--- src/rtl/rapcla_issue_stage.sv ---
// Two-stage issue/retire wrapper around a combinational RAPCLA adder.
// Picks per-group approximation control per beat and counts retired results.
module rapcla_issue_stage #(
    parameter int SIZE      = 16,
    parameter int GROUPSIZE = 4,
    parameter int CNTW      = 16
) (
    input  logic                       clk,
    input  logic                       rst_n,
    input  logic                       in_valid,
    output logic                       in_ready,
    input  logic [SIZE-1:0]            in_a,
    input  logic [SIZE-1:0]            in_b,
    input  logic                       in_cin,
    input  logic [1:0]                 cfg_mode,
    input  logic [SIZE/GROUPSIZE-1:0]  cfg_mask,
    input  logic [7:0]                 cfg_period,
    output logic [SIZE-1:0]            add_a,
    output logic [SIZE-1:0]            add_b,
    output logic                       add_cin,
    output logic [SIZE/GROUPSIZE-1:0]  add_rcon,
    input  logic [SIZE-1:0]            add_sum,
    input  logic                       add_cout,
    output logic                       out_valid,
    input  logic                       out_ready,
    output logic [SIZE-1:0]            out_sum,
    output logic                       out_cout,
    output logic                       out_approx,
    input  logic                       stat_clr,
    output logic [CNTW-1:0]            stat_ops,
    output logic [CNTW-1:0]            stat_approx
);
    localparam int GROUPS = SIZE / GROUPSIZE;

    localparam logic [1:0] MODE_EXACT  = 2'd0;
    localparam logic [1:0] MODE_APPROX = 2'd1;
    localparam logic [1:0] MODE_MASK   = 2'd2;
    localparam logic [1:0] MODE_PERIOD = 2'd3;

    logic [SIZE-1:0]   r_a;
    logic [SIZE-1:0]   r_b;
    logic              r_cin;
    logic [GROUPS-1:0] r_rcon;
    logic              r_s1_valid;
    logic [SIZE-1:0]   r_sum;
    logic              r_cout;
    logic              r_approx;
    logic              r_out_valid;
    logic [7:0]        r_phase;
    logic [CNTW-1:0]   r_ops;
    logic [CNTW-1:0]   r_apx;

    logic              w_s2_free;
    logic              w_xfer;
    logic              w_acc;
    logic              w_ret;
    logic              w_per_ok;
    logic [7:0]        w_last;
    logic [7:0]        w_phase_nxt;
    logic [GROUPS-1:0] w_rcon;

    assign w_s2_free = !r_out_valid || out_ready;
    assign w_xfer    = r_s1_valid && w_s2_free;
    assign in_ready  = rst_n && (!r_s1_valid || w_s2_free);
    assign w_acc     = in_valid && in_ready;
    assign w_ret     = r_out_valid && out_ready;

    // Periodic mode: one exact beat at the end of each period.
    assign w_per_ok    = cfg_period >= 8'd2;
    assign w_last      = cfg_period - 8'd1;
    assign w_phase_nxt = (!w_per_ok || r_phase >= w_last) ? 8'd0
                                                          : r_phase + 8'd1;

    always_comb begin
        w_rcon = '0;
        unique case (cfg_mode)
            MODE_EXACT:  w_rcon = '0;
            MODE_APPROX: w_rcon = '1;
            MODE_MASK:   w_rcon = cfg_mask;
            MODE_PERIOD: w_rcon = (w_per_ok && r_phase != w_last) ? '1 : '0;
            default:     w_rcon = '0;
        endcase
    end

    always_ff @(posedge clk) begin
        if (!rst_n) begin
            r_a         <= '0;
            r_b         <= '0;
            r_cin       <= 1'b0;
            r_rcon      <= '0;
            r_s1_valid  <= 1'b0;
            r_sum       <= '0;
            r_cout      <= 1'b0;
            r_approx    <= 1'b0;
            r_out_valid <= 1'b0;
            r_phase     <= 8'd0;
            r_ops       <= '0;
            r_apx       <= '0;
        end else begin
            if (w_acc) begin
                r_a        <= in_a;
                r_b        <= in_b;
                r_cin      <= in_cin;
                r_rcon     <= w_rcon;
                r_s1_valid <= 1'b1;
            end else if (w_xfer) begin
                r_s1_valid <= 1'b0;
            end

            if (w_xfer) begin
                r_sum       <= add_sum;
                r_cout      <= add_cout;
                r_approx    <= |r_rcon;
                r_out_valid <= 1'b1;
            end else if (out_ready) begin
                r_out_valid <= 1'b0;
            end

            if (cfg_mode != MODE_PERIOD) begin
                r_phase <= 8'd0;
            end else if (w_acc) begin
                r_phase <= w_phase_nxt;
            end

            // Clear beats a coincident retirement.
            if (stat_clr) begin
                r_ops <= '0;
                r_apx <= '0;
            end else if (w_ret) begin
                if (r_ops != '1) r_ops <= r_ops + CNTW'(1);
                if (r_approx && r_apx != '1) r_apx <= r_apx + CNTW'(1);
            end
        end
    end

    assign add_a       = r_a;
    assign add_b       = r_b;
    assign add_cin     = r_cin;
    assign add_rcon    = r_rcon;
    assign out_valid   = r_out_valid;
    assign out_sum     = r_sum;
    assign out_cout    = r_cout;
    assign out_approx  = r_approx;
    assign stat_ops    = r_ops;
    assign stat_approx = r_apx;
endmodule

--- config.mk ---
export PLATFORM = sky130hd
export DESIGN_NAME = rapcla_issue_stage
export DESIGN_NICKNAME = d
export VERILOG_FILES = /design/src/rtl/rapcla_issue_stage.sv
export SDC_FILE = /design/constraint.sdc
export NUM_CORES = 1
export LEC_CHECK = 0
export BUFFER_PORTS_ARGS = -buffer_cell sky130_fd_sc_hd__buf_2
export CAP_MARGIN = 20
export CORE_AREA = 10 10 105 107
export CTS_BUF_LIST = sky130_fd_sc_hd__clkbuf_4
export CTS_CLUSTER_SIZE = 24
export DETAILED_ROUTE_END_ITERATION = 7
export DIE_AREA = 0 0 115 117
export GPL_ROUTABILITY_DRIVEN = 0
export PLACE_DENSITY = 0.78
export SETUP_SLACK_MARGIN = 0.3
export SLEW_MARGIN = 25
export SYNTH_ARGS = -nofsm -noshare
export SYNTH_HDL_FRONTEND = slang
export SYNTH_SLANG_ARGS = --single-unit
--- constraint.sdc ---
create_clock -name clk -period 3.4 [get_ports clk]
set_clock_uncertainty 0.15 [all_clocks]
set_input_delay 0.17 -clock clk [delete_from_list [all_inputs] [get_ports clk]]
set_output_delay 0.17 -clock clk [all_outputs]
set_load 0.01 [all_outputs]
* Word-level counts from Yosys, hierarchy flattened
Index checks and enable logic that the tools add are counted.
W data, S select, Z words.
** Operators by class
- Muxes and demuxes :: 7
- Magnitude comparators :: 2
- Reductions and logical operators :: 20
- Add/sub/neg operators :: 4
- Equality and inequality tests :: 7
- Shift operators :: 0
- Multiply operators :: 0
- Bitwise gates (word level) :: 1
- Div/mod/pow operators :: 0
** Operator list (number)
- $add A16 B1 Y16 const B :: 2
- $ne A16 B16 Y1 const B :: 2
- $pmux W4 S4 :: 1
- $add A8 B1 Y8 const B :: 1
- $ge A8 B2 Y1 const B :: 1
- $ge A8 B8 Y1 :: 1
- $mux W8 :: 1
- $ne A8 B8 Y1 :: 1
- $sub A8 B1 Y8 const B :: 1
- $logic_and A1 B1 Y1 :: 6
- $eq A2 B2 Y1 const B :: 2
- $mux W1 :: 4
- $mux W4 :: 1
- $reduce_and A2 Y1 :: 2
- $reduce_bool A2 Y1 :: 2
- $reduce_or A2 Y1 :: 2
- $reduce_or A4 Y1 :: 1
- $logic_not A1 Y1 :: 3
- $logic_or A1 B1 Y1 :: 3
- $eq A2 B1 Y1 const B :: 1
- $logic_not A2 Y1 :: 1
- $ne A2 B2 Y1 const B :: 1
- $not A1 Y1 :: 1
** Word-level totals
- Output and inout bits :: 89
- Logic and storage cells :: 53
- Input port bits :: 69
- Bits in registers :: 97
- Latch bits :: 0
- Bits in writable memories :: 0
- Memories kept :: 0
- Bits in read-only memories :: 0

* Longest topological paths before layout
- Depth after elaboration :: 6
- Gate-level depth with buffers :: 11
- Gate-level depth less buffers :: 11

* Worst setup path before layout
No wires, ideal clock.
- Kind :: input -> register
- Start :: input cfg_period[4]
- End :: register r_phase[0]
- Data required time :: 3177 ps
- Setup time :: 73 ps
- Cell stages on the path :: 9
- Path slack :: 650 ps
- Arrival :: 2527 ps
- Path buffers :: 0
- Cells stage by stage :: or4_1 nor4_1 xnor2_1 ha_1 nand3_1 nor3_1 or4_4 or4_1 a21oi_1
** Between the ends
- Longest elaborated chain between the ends :: 4
- Elaborated cells on any way between the ends :: 6
- Those cells by class :: add/sub (1); order compare (2); mux (1); reduce/logical (2)
** RTL lines
- start: declaration :: line 17 : input logic [7:0] cfg_period,
- $sub A8 B1 Y8 or $ge A8 B2 Y1 (tied branches) :: line 70, 69
- $ge A8 B8 Y1 or $logic_not A1 Y1 (tied branches) :: line 71 : assign w_phase_nxt = (!w_per_ok || r_phase >= w_last) ? 8'd0
- $logic_or A1 B1 Y1 * :: line 71
- $mux W8 * :: line 71
- end signal: assignment :: line 122 : r_phase <= w_phase_nxt;
- end: declaration :: line 49 : logic [7:0] r_phase;
Mark *: on every way between the ends. The rest lies on a longest branch, timed or not.
A chain may end at the register's enable or synchronous reset.

* Worst setup path after layout
- Start :: input cfg_period[4]
- End :: register r_rcon[1] (netlist: add_rcon[1])
** Between the ends
- Longest elaborated chain between the ends :: 5
- Elaborated cells on any way between the ends :: 6
- Those cells by class :: add/sub (1); order compare (1); eq/ne (1); mux (2); reduce/logical (1)
** RTL lines
- $sub A8 B1 Y8 :: line 70 : assign w_last = cfg_period - 8'd1;
- $ne A8 B8 Y1 :: line 80 : MODE_PERIOD: w_rcon = (w_per_ok && r_phase != w_last) ? '1 : '0;
- $logic_and A1 B1 Y1 * :: line 80
- $mux W4 * :: line 80
- $pmux W4 S4 * :: line 76 : unique case (cfg_mode)
- end signal: assignment :: line 104 : r_rcon <= w_rcon;
- end: declaration :: line 43 : logic [GROUPS-1:0] r_rcon;
Marked as above.

==> flow_metrics.py <==
metrics = {
    "synthesis": {
        "yosysSeqAreaShare_pct": 44.2,
        "ys_ff_latch": 97,
        "async_flop_share_pct": 0,
        "syn_avg_cell_area_sq_um": 8.49,
        "synth_fp_nets": 599,
        "synth_top_family_by_area": "simple AND/OR/NAND/NOR gates",
        "synth_edf_count": 0,
        "synth_compound_area_share_pct": 10.5,
        "synth_ff_type": "dfxtp_1",
        "yosysWarningCount": 0,
        "synth_xor_xnor_area_share_pct": 7.58,
        "synthSimpleGateAreaFrac_pct": 30.0,
        "syn-cell-area_sq_mm": 0.00439,
        "yosys.area_share.adder_pct": 3.71,
        "synthDistinctLibCells": 53,
        "synthMuxAreaShare_pct": 0.456,
        "synthCells": 517,
    },
    "sta": {
        "fmax_mhz": 346,
        "tightest_slew_ns": 0.704,
        "worst_slack_ns": 0.510,
        "setup_tns_ns": 0,
        "finalSetupViolations": 0,
        "post-route-period-util_pct": 85.0,
        "fin_crit_ns": 2.89,
        "rsz0062_at_grt": "false",
        "final_hold_viol_count": 0,
        "slew_viol_final": 0,
        "fin_hold_ws_ns": 0.0712,
        "slew-limit-headroom_pct": 53.0,
    },
    "floorplanning": {
        "io_pins": 158,
        "initial_utilization_pct": 48.7,
        "fp.coreArea_sq_mm": 0.00902,
        "die_h_um": 117,
        "rows": 35,
        "die_area_sq_mm": 0.0135,
        "die_x_um": 115,
    },
    "finish": {
        "syn_to_final_growth_pct": 38.6,
        "final_cell_mix": "buf_2, nand2_1, dfxtp_1",
        "final_core_util_pct": 67.4,
        "nets": 818,
        "drive_gt1_share_pct": 25.5,
        "layout_commonest_cell": "buf_2",
    },
    "worst_setup_path": {
        "path_cells": "buf_2 > or4_1 > nor4_1 > xnor2_1 > ha_1 > nand3_1 > nor3_1 > o21ai_0 > a22oi_1 > dlygate4sd3_1 > o21ai_0",
        "crit_slowest_cell": "dlygate4sd3_1",
        "worst-endpoint-required_ns": 3.57,
        "cp_max_fo": 4,
        "critical_path_class": "in -> reg",
        "r2r_start": "r_phase[0]",
        "ff2ff_path_depth": 8,
        "rrSetupSlack_ns": 0.91,
        "cp_common_cell": "o21ai_0",
        "cp.arrival_ns": 3.06,
        "max_stage_delay_ns": 0.58,
        "critPathCaptureType": "register",
        "rr_endpoint": "add_rcon[1]",
        "endpoint": "add_rcon[1]",
        "cp-start-kind": "input pin",
        "crit_start": "cfg_period[4]",
    },
    "detailed_routing": {
        "dr_total_vias": 4543,
        "drc": 0,
        "vias_per_cell": 5.33,
        "wl_um": 13600,
        "drt_iter0_markers": 286,
        "routed_wire_length_per_instance_um": 16.0,
        "first_pass_iters": 6,
        "ant_nets": 0,
    },
    "global_routing": {
        "overflow": 0,
        "grt_start_max_net_pins": 49,
        "antenna_found_initial": 1,
        "grt_usage_pct": 19.8,
        "grt_pass1_wl_um": 22000,
        "grt_pass1_vias": 4544,
    },
    "clock_network": {
        "path_clk_slew_ns": 0.16,
        "cts_made_buffers": 9,
        "cts_setup_buffers": 0,
        "htreeDepth": 3,
        "cts.sinks": 97,
        "cts_buffer_depth": 2,
        "root_buffer": "clkbuf_4",
        "clkLatencyLatePin_ns": 0.43,
        "cts_tree": "done",
    },
    "status": {
        "outcome": "finished clean",
    },
    "power_and_ir_drop": {
        "leakage_nw": 2.73,
        "powerDensity_mw_per_mm2": 341,
        "ir_drop_mv": 0.182,
    },
    "placement": {
        "dp.final_hpwl_um": 9390,
        "dp_slack_ns": 0.284,
        "portBuffers": 157,
    },
    "hold_path": {
        "hold_class": "in -> reg",
        "hp-start": "cfg_mode[1]",
    },
    "run": {
        "max-cap-violations": 0,
    },
}
==> kinds of logic (layout without fill, tap and decap cells) <==
kind of cell    after synthesis  count (layout)
buf+inv                      37             261
simple gates                266             266
xor+xnor                     38              38
compound gates               64              64
fa+ha+maj                    13              13
flops                        97              97
other cells                   0               1
mux                           2               2
==> final cells by class <==
cell class / instances / area [sq um]
diodes: 1 / 2.50
flip-flops and latches: 97 / 1940
clock inverters: 7 / 53.8
well taps: 111 / 139
inverters: 10 / 37.5
clock buffers: 9 / 67.6
fillers: 738 / 2940
multi-input cells: 383 / 2290
repair buffers: 235 / 1550
==> synth_stat cells, types with 2 or more instances <==
library cell  number  area [sq um]
clkbuf_1          20          75.1
nor2b_1            5          31.3
nand2b_1           3          18.8
nand2_1          115           432
or3_1              3          18.8
nor4b_4            2          47.6
xor2_1            15           131
o41ai_1            2          17.5
nor3_1             9          45.0
xnor2_1           23           201
or4_1              3          22.5
and3_1             6          37.5
ha_1              13           163
buf_2              2          10.0
o21bai_1           2          15.0
buf_1              3          11.3
a21oi_1            8          40.0
mux2i_1            2          20.0
nand3b_1           2          15.0
o21ai_0            6          30.0
inv_1             10          37.5
nand4_1           11          68.8
a2111oi_0          3          26.3
a22oi_1            4          30.0
dfxtp_1           97          1940
o2111ai_1          2          17.5
nand3_1           54           270
a211oi_1          10          75.1
and4_1             3          26.3
nor2_1            36           135
buf_6              2          22.5
a21boi_0          20           150
==> power breakdown <==
part	internal [mW]	total, mW	leakage, nW	switching (mW)
clock	0.155	0.553	0.0541	0.398
combinational	0.156	0.312	1.89	0.156
sequential	1.18	1.21	0.792	0.0257
total	1.49	2.07	2.73	0.580
==> metal layers <==
metal / routed length (um) / track usage, % / share of wire (%)
met5: 0 / 0 / 0
met4: 219 / 6.19 / 1.6
met3: 1340 / 8.00 / 9.9
met2: 6550 / 33.1 / 48
met1: 5500 / 22.7 / 40
==> timing repair <==
| action | 4_1_cts | 5_1_grt |
|---|---|---|
| resized for setup | 0 | 0 |
| endpoints found under the hold margin | 56 | 0 |
| hold buffers | 71 | 0 |
| setup endpoints to repair | 0 | 0 |
==> sequential cells by signal, summed over array words and instances (netlist names) <==
signal	flops
stat_ops	16
add_rcon	4
add_cin	1
out_approx	1
stat_approx	16
out_sum	16
add_a	16
r_phase	8
add_b	16
r_s1_valid	1
out_cout	1
out_valid	1
==> metrics by stage <==
step	std cells	total power, mW	cell area [sq um]
after floorplan	517	1.35	4390
after global placement	765	1.46	5250
after detailed placement	765	1.47	5250
after CTS	852	2.09	6080
after global routing	853	2.18	6080
final	853	2.07	6080
==> how the worst min path moves through the flow <==
stage,cells past startpoint,to
2_1_floorplan,2,add_a[0]
3_3_place_gp,3,add_a[1]
3_5_place_dp,3,add_b[1]
4_1_cts,3,r_phase[2]
5_1_grt,3,r_phase[2]
6_report,3,r_phase[2]
==> critical path: cells and delay by family <==
family | cells | cell delay, ns
simple gates | 4 | 1.20
fa+ha+maj | 1 | 0.30
buf+inv | 2 | 0.70
compound gates | 3 | 0.55
xor+xnor | 1 | 0.12
Power figures use the tool's default switching activity.
